--- config.mk ---
export PLATFORM = sky130hd
export DESIGN_NAME = mux_arb_nch_vector_flat
export DESIGN_NICKNAME = d
export VERILOG_FILES = /design/src/rtl/mux_arb_nch_vector_if.sv /design/src/rtl/rr_arbiter_nch.sv /design/src/rtl/mux_arb_nch_vector.sv /design/src/flat_wrapper.sv
export SDC_FILE = /design/constraint.sdc
export NUM_CORES = 1
export LEC_CHECK = 0
export BUFFER_PORTS_ARGS = -buffer_cell sky130_fd_sc_hd__buf_2
export CORE_MARGIN = 5
export CORE_UTILIZATION = 45
export DETAILED_ROUTE_END_ITERATION = 6
export GPL_ROUTABILITY_DRIVEN = 0
export PLACE_DENSITY = 0.94
export SLEW_MARGIN = 20
export SYNTH_ARGS = -nofsm -noshare
export SYNTH_HDL_FRONTEND = slang
export SYNTH_SLANG_ARGS = --single-unit
--- constraint.sdc ---
create_clock -name clk -period 5.6 [get_ports clk]
set_input_delay 0 -clock clk [delete_from_list [all_inputs] [get_ports clk]]
set_output_delay 0 -clock clk [all_outputs]
set_load 0.03 [all_outputs]
--- src/rtl/mux_arb_nch_vector_if.sv ---
// Bus bundle for mux_arb_nch_vector.
// Carries the CH_NUM producer channels (data/valid/ready), the manual select override
// and the single registered output channel (data/valid/ready/sel).
//   master : producer/consumer side (drives in_*, manual_*, out_ready)
//   slave  : the mux itself (drives in_ready, out_data, out_valid, out_sel)
interface mux_arb_nch_vector_if #(
  parameter int unsigned VECTOR_LEN = 16,
  parameter int unsigned CH_NUM     = 8
);
  localparam int unsigned SEL_W = $clog2(CH_NUM);

  logic [CH_NUM*VECTOR_LEN-1:0] in_data;
  logic [CH_NUM-1:0]            in_valid;
  logic [CH_NUM-1:0]            in_ready;
  logic                         manual_en;
  logic [SEL_W-1:0]             manual_sel;
  logic [VECTOR_LEN-1:0]        out_data;
  logic                         out_valid;
  logic                         out_ready;
  logic [SEL_W-1:0]             out_sel;

  modport master (
    output in_data, in_valid, manual_en, manual_sel, out_ready,
    input  in_ready, out_data, out_valid, out_sel
  );

  modport slave (
    input  in_data, in_valid, manual_en, manual_sel, out_ready,
    output in_ready, out_data, out_valid, out_sel
  );
endinterface

--- src/rtl/rr_arbiter_nch.sv ---
// Combinational N-channel arbiter.
//   req   : per-channel request
//   ptr   : last served channel; search starts at ptr+1 and wraps (round-robin only)
//   grant : one-hot grant, or zero when nothing requests
// ARB_MODE=1 ignores ptr and gives the lowest requesting index priority.
module rr_arbiter_nch #(
  parameter int unsigned CH_NUM   = 8,
  parameter int unsigned ARB_MODE = 0,
  localparam int unsigned SEL_W   = $clog2(CH_NUM)
) (
  input  logic [CH_NUM-1:0] req,
  input  logic [SEL_W-1:0]  ptr,
  output logic [CH_NUM-1:0] grant
);

  logic [2*CH_NUM-1:0] req_dbl;
  logic [2*CH_NUM-1:0] window;
  logic [31:0]         start;
  logic                hit;

  always_comb begin
    // Fixed priority is round-robin with the pointer pinned to the top channel.
    start   = (ARB_MODE == 1) ? 32'(CH_NUM - 1) : 32'(ptr);
    req_dbl = {req, req};
    grant   = '0;
    hit     = 1'b0;
    // Positions start+1 .. start+CH_NUM of the doubled vector cover every channel once,
    // in search order, with ptr itself last.
    for (int unsigned i = 0; i < 2 * CH_NUM; i++) begin
      window[i] = (i > start) && (i <= start + CH_NUM);
    end
    for (int unsigned i = 0; i < 2 * CH_NUM; i++) begin
      if (!hit && req_dbl[i] && window[i]) begin
        hit                = 1'b1;
        grant[i % CH_NUM]  = 1'b1;
      end
    end
  end

endmodule

--- src/rtl/mux_arb_nch_vector.sv ---
// CH_NUM-to-1 vector mux with valid/ready on every channel and a single registered
// output stage (1 word/cycle, 1 cycle latency).
//   clk   : rising-edge clock
//   rst_n : asynchronous active-low reset
//   bus   : slave side of mux_arb_nch_vector_if (inputs, manual override, output)
// Channel choice: manual_sel when manual_en, otherwise rr_arbiter_nch.
module mux_arb_nch_vector #(
  parameter int unsigned VECTOR_LEN = 16,
  parameter int unsigned CH_NUM     = 8,
  parameter int unsigned ARB_MODE   = 0
) (
  input logic                 clk,
  input logic                 rst_n,
  mux_arb_nch_vector_if.slave bus
);

  localparam int unsigned SEL_W = $clog2(CH_NUM);

  logic [CH_NUM-1:0]     arb_grant;
  logic [CH_NUM-1:0]     grant;
  logic [SEL_W-1:0]      grant_idx;
  logic [VECTOR_LEN-1:0] grant_data;
  logic                  load_en;
  logic                  xfer;

  logic [SEL_W-1:0]      rr_ptr_q;
  logic [SEL_W-1:0]      out_sel_q;
  logic [VECTOR_LEN-1:0] out_data_q;
  logic                  out_valid_q;

  rr_arbiter_nch #(
    .CH_NUM  (CH_NUM),
    .ARB_MODE(ARB_MODE)
  ) u_arb (
    .req  (bus.in_valid),
    .ptr  (rr_ptr_q),
    .grant(arb_grant)
  );

  always_comb begin
    grant = '0;
    if (bus.manual_en) begin
      // Out-of-range selects (non power-of-two CH_NUM) grant nothing.
      if (int'(bus.manual_sel) < int'(CH_NUM)) begin
        grant[bus.manual_sel] = bus.in_valid[bus.manual_sel];
      end
    end else begin
      grant = arb_grant;
    end
  end

  always_comb begin
    grant_idx  = '0;
    grant_data = '0;
    for (int unsigned i = 0; i < CH_NUM; i++) begin
      if (grant[i]) begin
        grant_idx  = SEL_W'(i);
        grant_data = bus.in_data[i*VECTOR_LEN +: VECTOR_LEN];
      end
    end
  end

  // No handshake is offered while reset is held.
  assign load_en      = rst_n && (!out_valid_q || bus.out_ready);
  assign xfer         = load_en && (|grant);
  assign bus.in_ready = grant & {CH_NUM{load_en}};

  always_ff @(posedge clk or negedge rst_n) begin
    if (!rst_n) begin
      out_valid_q <= 1'b0;
      out_data_q  <= '0;
      out_sel_q   <= '0;
      rr_ptr_q    <= SEL_W'(CH_NUM - 1);
    end else if (xfer) begin
      out_valid_q <= 1'b1;
      out_data_q  <= grant_data;
      out_sel_q   <= grant_idx;
      if (!bus.manual_en && (ARB_MODE == 0)) begin
        rr_ptr_q <= grant_idx;
      end
    end else if (bus.out_ready) begin
      out_valid_q <= 1'b0;
    end
  end

  assign bus.out_data  = out_data_q;
  assign bus.out_valid = out_valid_q;
  assign bus.out_sel   = out_sel_q;

endmodule

--- src/flat_wrapper.sv ---
// flat-port wrapper written by rule: the top's interface ports become plain ports
module mux_arb_nch_vector_flat 
#(
  parameter int unsigned VECTOR_LEN = 16,
  parameter int unsigned CH_NUM     = 8,
  parameter int unsigned ARB_MODE   = 0
)
  (clk, rst_n, bus_in_data, bus_in_valid, bus_manual_en, bus_manual_sel, bus_out_ready, bus_in_ready, bus_out_data, bus_out_valid, bus_out_sel);
  mux_arb_nch_vector_if #(.VECTOR_LEN(VECTOR_LEN), .CH_NUM(CH_NUM)) bus_i ();
  input logic clk;
  input logic rst_n;
  input wire logic [$bits(bus_i.in_data)-1:0] bus_in_data;
  input wire logic [$bits(bus_i.in_valid)-1:0] bus_in_valid;
  input wire logic [$bits(bus_i.manual_en)-1:0] bus_manual_en;
  input wire logic [$bits(bus_i.manual_sel)-1:0] bus_manual_sel;
  input wire logic [$bits(bus_i.out_ready)-1:0] bus_out_ready;
  output wire logic [$bits(bus_i.in_ready)-1:0] bus_in_ready;
  output wire logic [$bits(bus_i.out_data)-1:0] bus_out_data;
  output wire logic [$bits(bus_i.out_valid)-1:0] bus_out_valid;
  output wire logic [$bits(bus_i.out_sel)-1:0] bus_out_sel;
  assign bus_i.in_data = bus_in_data;
  assign bus_i.in_valid = bus_in_valid;
  assign bus_i.manual_en = bus_manual_en;
  assign bus_i.manual_sel = bus_manual_sel;
  assign bus_i.out_ready = bus_out_ready;
  assign bus_in_ready = bus_i.in_ready;
  assign bus_out_data = bus_i.out_data;
  assign bus_out_valid = bus_i.out_valid;
  assign bus_out_sel = bus_i.out_sel;
  mux_arb_nch_vector #(.VECTOR_LEN(VECTOR_LEN), .CH_NUM(CH_NUM), .ARB_MODE(ARB_MODE)) u_core (.clk(clk), .rst_n(rst_n), .bus(bus_i));
endmodule
==> flow_summary.ini <==
[placed_design]
placedCellCount = 525
dpl.hpwl_um = 8498
portBuffers = 170

[cts]
numCtsBuffers = 3
cts.path.max_buffers = 2
cts_root_buf = clkbuf_8
cts.repair.resized = 0
clock_sinks = 23
htreeDepth = 1
cts_tree = done
insertion_delay_ps = 260
clk_pin_slew_ps = 90

[final_layout]
fin_nets = 605
nFillCells = 435
drive_gt1_share_pct = 43.82
stdcell_count = 531
area_growth_syn_to_layout_pct = 37.48
antenna_cells = 0

[timing]
min_period_ps = 3718
worstMarginPinSlew_ps = 974.6
slew_headroom_pct = 34.82
fin_skew_ps = 6.501
rsz0062_at_grt = no
setup_viol = 0
finalSetupTns_ps = 0
hold_viol_final = 0
finalCritPeriodShare_pct = 66.39
final_max_slew_viol_count = 0
fmax_mhz = 269.0

[grt]
grt_pass1_wl_um = 16170
grtUsageTotal_pct = 28.02
first_global_vias = 3244
grt_start_max_net_pins = 38
grt-ovfl-total = 0
grt_antenna_before_repair = 0

[yosys]
syn_area_sq_um = 2414
synth-main-ff-cell = dfrtp_1
synth-seq-cells = 23
postSynthAreaPerCell_sq_um = 7.887
synth_top_cell_by_area = dfrtp_1
yosys_warnings = 0
syn_inst = 306
synth_fp_nets = 449
ys_top_cells_by_area = dfrtp_1 (21%), a32o_1 (6.6%), nand2_1 (6.5%)
yosys.cell_count.top_type = nand2_1
seq_area_frac_synth_pct = 24.00
synth_edf_count = 0
async_flop_share_pct = 100.0
synth_common_cells = nand2_1 (42), nor2_1 (32), dfrtp_1 (20)
synth_top_area_share_pct = 20.74
ys_types = 63

[floorplan]
dieArea_sq_um = 6928
chipHeight_um = 83.24
pin_count = 171
core-area_sq_um = 5172
start_util_pct = 46.66
std_cell_rows = 26
die_w_um = 83.24

[job]
maxCapViolCount = 0

[drt]
vias = 3354
met2WireLength_um = 5031
wl_per_cell_um = 19.66
wl_um = 10440
routed-wl-met3_um = 1330
highest_layer = met4
vias_per_cell = 6.316
wl_met1_um = 3712
first_iter_violations = 393
final_antenna_net_count = 0
drc = 0
first_pass_iters = 5

[status]
status = completed

[setup_path]
reg2reg_depth = 8
rr_endpoint = u_core.rr_ptr_q[1]
crit_path_end_kind = flop
worstPathRequired_ps = 5790
cp-endpoint = u_core.rr_ptr_q[1]
crit_chain = o21ai_1, and2_1, nor4_4, a41o_1, a21oi_2, a41oi_4, and2_4, mux2_4
r2r_slack_ps = 1880
cp_slowest_cell = a41oi_4
cp_max_fo = 37
arrival_ps = 3910
slowest_delay_ps = 840
start_kind = flop
crit_type = reg2reg
startpoint = u_core.rr_ptr_q[2]
worstReg2RegStart = u_core.rr_ptr_q[2]

[hold_path]
min_path_type = in2reg

[power_and_ir_drop]
max-vdd-ir-drop_mv = 0.1978
powerDensity_nw_per_um2 = 395.1
p_leak_nw = 1.592
cell families after synthesis:
| family | Yosys count | synth area share [%] |
|---|---|---|
| AO/OA/AOI/OAI | 118 | 39.40 |
| multiplexers | 5 | 2.644 |
| buffers and inverters | 33 | 6.480 |
| flip-flops | 23 | 24.00 |
| AND/OR/NAND/NOR | 127 | 27.48 |
worst max-delay path: cells and delay by family (launching register included):
kind            cells  cell delay [ps]
compound gates      4             1670
flops               1              670
mux                 1              300
simple gates        3              980
metal layers:
metal / up-vias / global-route usage, %
met3: 48 / 6.733
met4: 0 / 10.10
li1: 1507 / -
met5: - / 0
met1: 1513 / 35.24
met2: 286 / 46.43
registers in the layout (all words and copies together), names as in the netlist:
signal / flops
u_core.bus.out_sel: 3
u_core.rr_ptr_q: 3
u_core.bus.out_valid: 1
u_core.bus.out_data: 16
worst min path at each step:
| stage | from | end | slack [ps] | cells after the start |
|---|---|---|---|---|
| 6_report | bus_in_data[114] | u_core.bus.out_data[2] | 70 | 3 |
| 5_1_grt | bus_in_data[123] | u_core.bus.out_data[11] | 70 | 3 |
| 4_1_cts | bus_in_data[123] | u_core.bus.out_data[11] | 70 | 3 |
| 3_5_place_dp | rst_n | u_core.bus.out_data[13] | 5 | 1 |
| 3_3_place_gp | rst_n | u_core.bus.out_data[4] | -9 | 1 |
| 2_1_floorplan | rst_n | u_core.bus.out_data[0] | -300 | 0 |
report_power, final:
group | internal, W | switching [W]
registers | 0.000259 | 0.0000731
clock network | 0.0000496 | 0.0000539
logic | 0.000322 | 0.000554
final cells by class:
type	count	area [sq um]	area share, %
Clock buffer	3	41.29	1.244
Clock inverter	1	5.005	0.1508
Inverter	9	33.78	1.018
Multi-Input combinational cell	250	1678	50.57
Sequential cell	23	579.3	17.46
Tap cell	70	87.58	2.640
Timing Repair Buffer	175	893.4	26.92
cell usage in the layout (no fill, tap or decap), types with 2 or more instances in the layout:
cell type and instances:
buf_2 170, nand2_1 42, nor2_1 32, dfrtp_1 20
a31oi_1 18, a22oi_1 17, o22ai_1 17, or3_1 16
a32o_1 16, o221ai_1 15, inv_1 9, a21oi_1 7
nand2b_1 6, nor2b_1 5, o21ai_1 3, nand3_1 3
clkbuf_8 3, buf_4 3, dfstp_2 3, and2_1 2
nor4_1 2, nand4_1 2, o21bai_1 2, nor3_1 2
and3_1 2, a21oi_2 2, a21o_1 2, mux2_4 2
mux2_2 2, dlygate4sd3_1 2
stage by stage:
stage,area [sq um],worst slack (ps),total power (W),utilization [%],hold slack (ps)
after floorplan,2414,3097,0.0009367,-,-295.6
after global placement,3252,2061,0.001157,62.87,-8.559
after detailed placement,3252,1943,0.001187,62.87,5.035
after CTS,3318,1922,0.001291,64.15,73.09
after global routing,3318,1683,0.001386,64.15,68.76
final,3318,1882,0.001311,64.15,69.75
timing repair:
item                                   CTS  global route
hold buffers                             2             0
buffers inserted                         0             0
endpoints found under the hold margin   21             0
No activity file was read; power rests on OpenSTA's default activity.
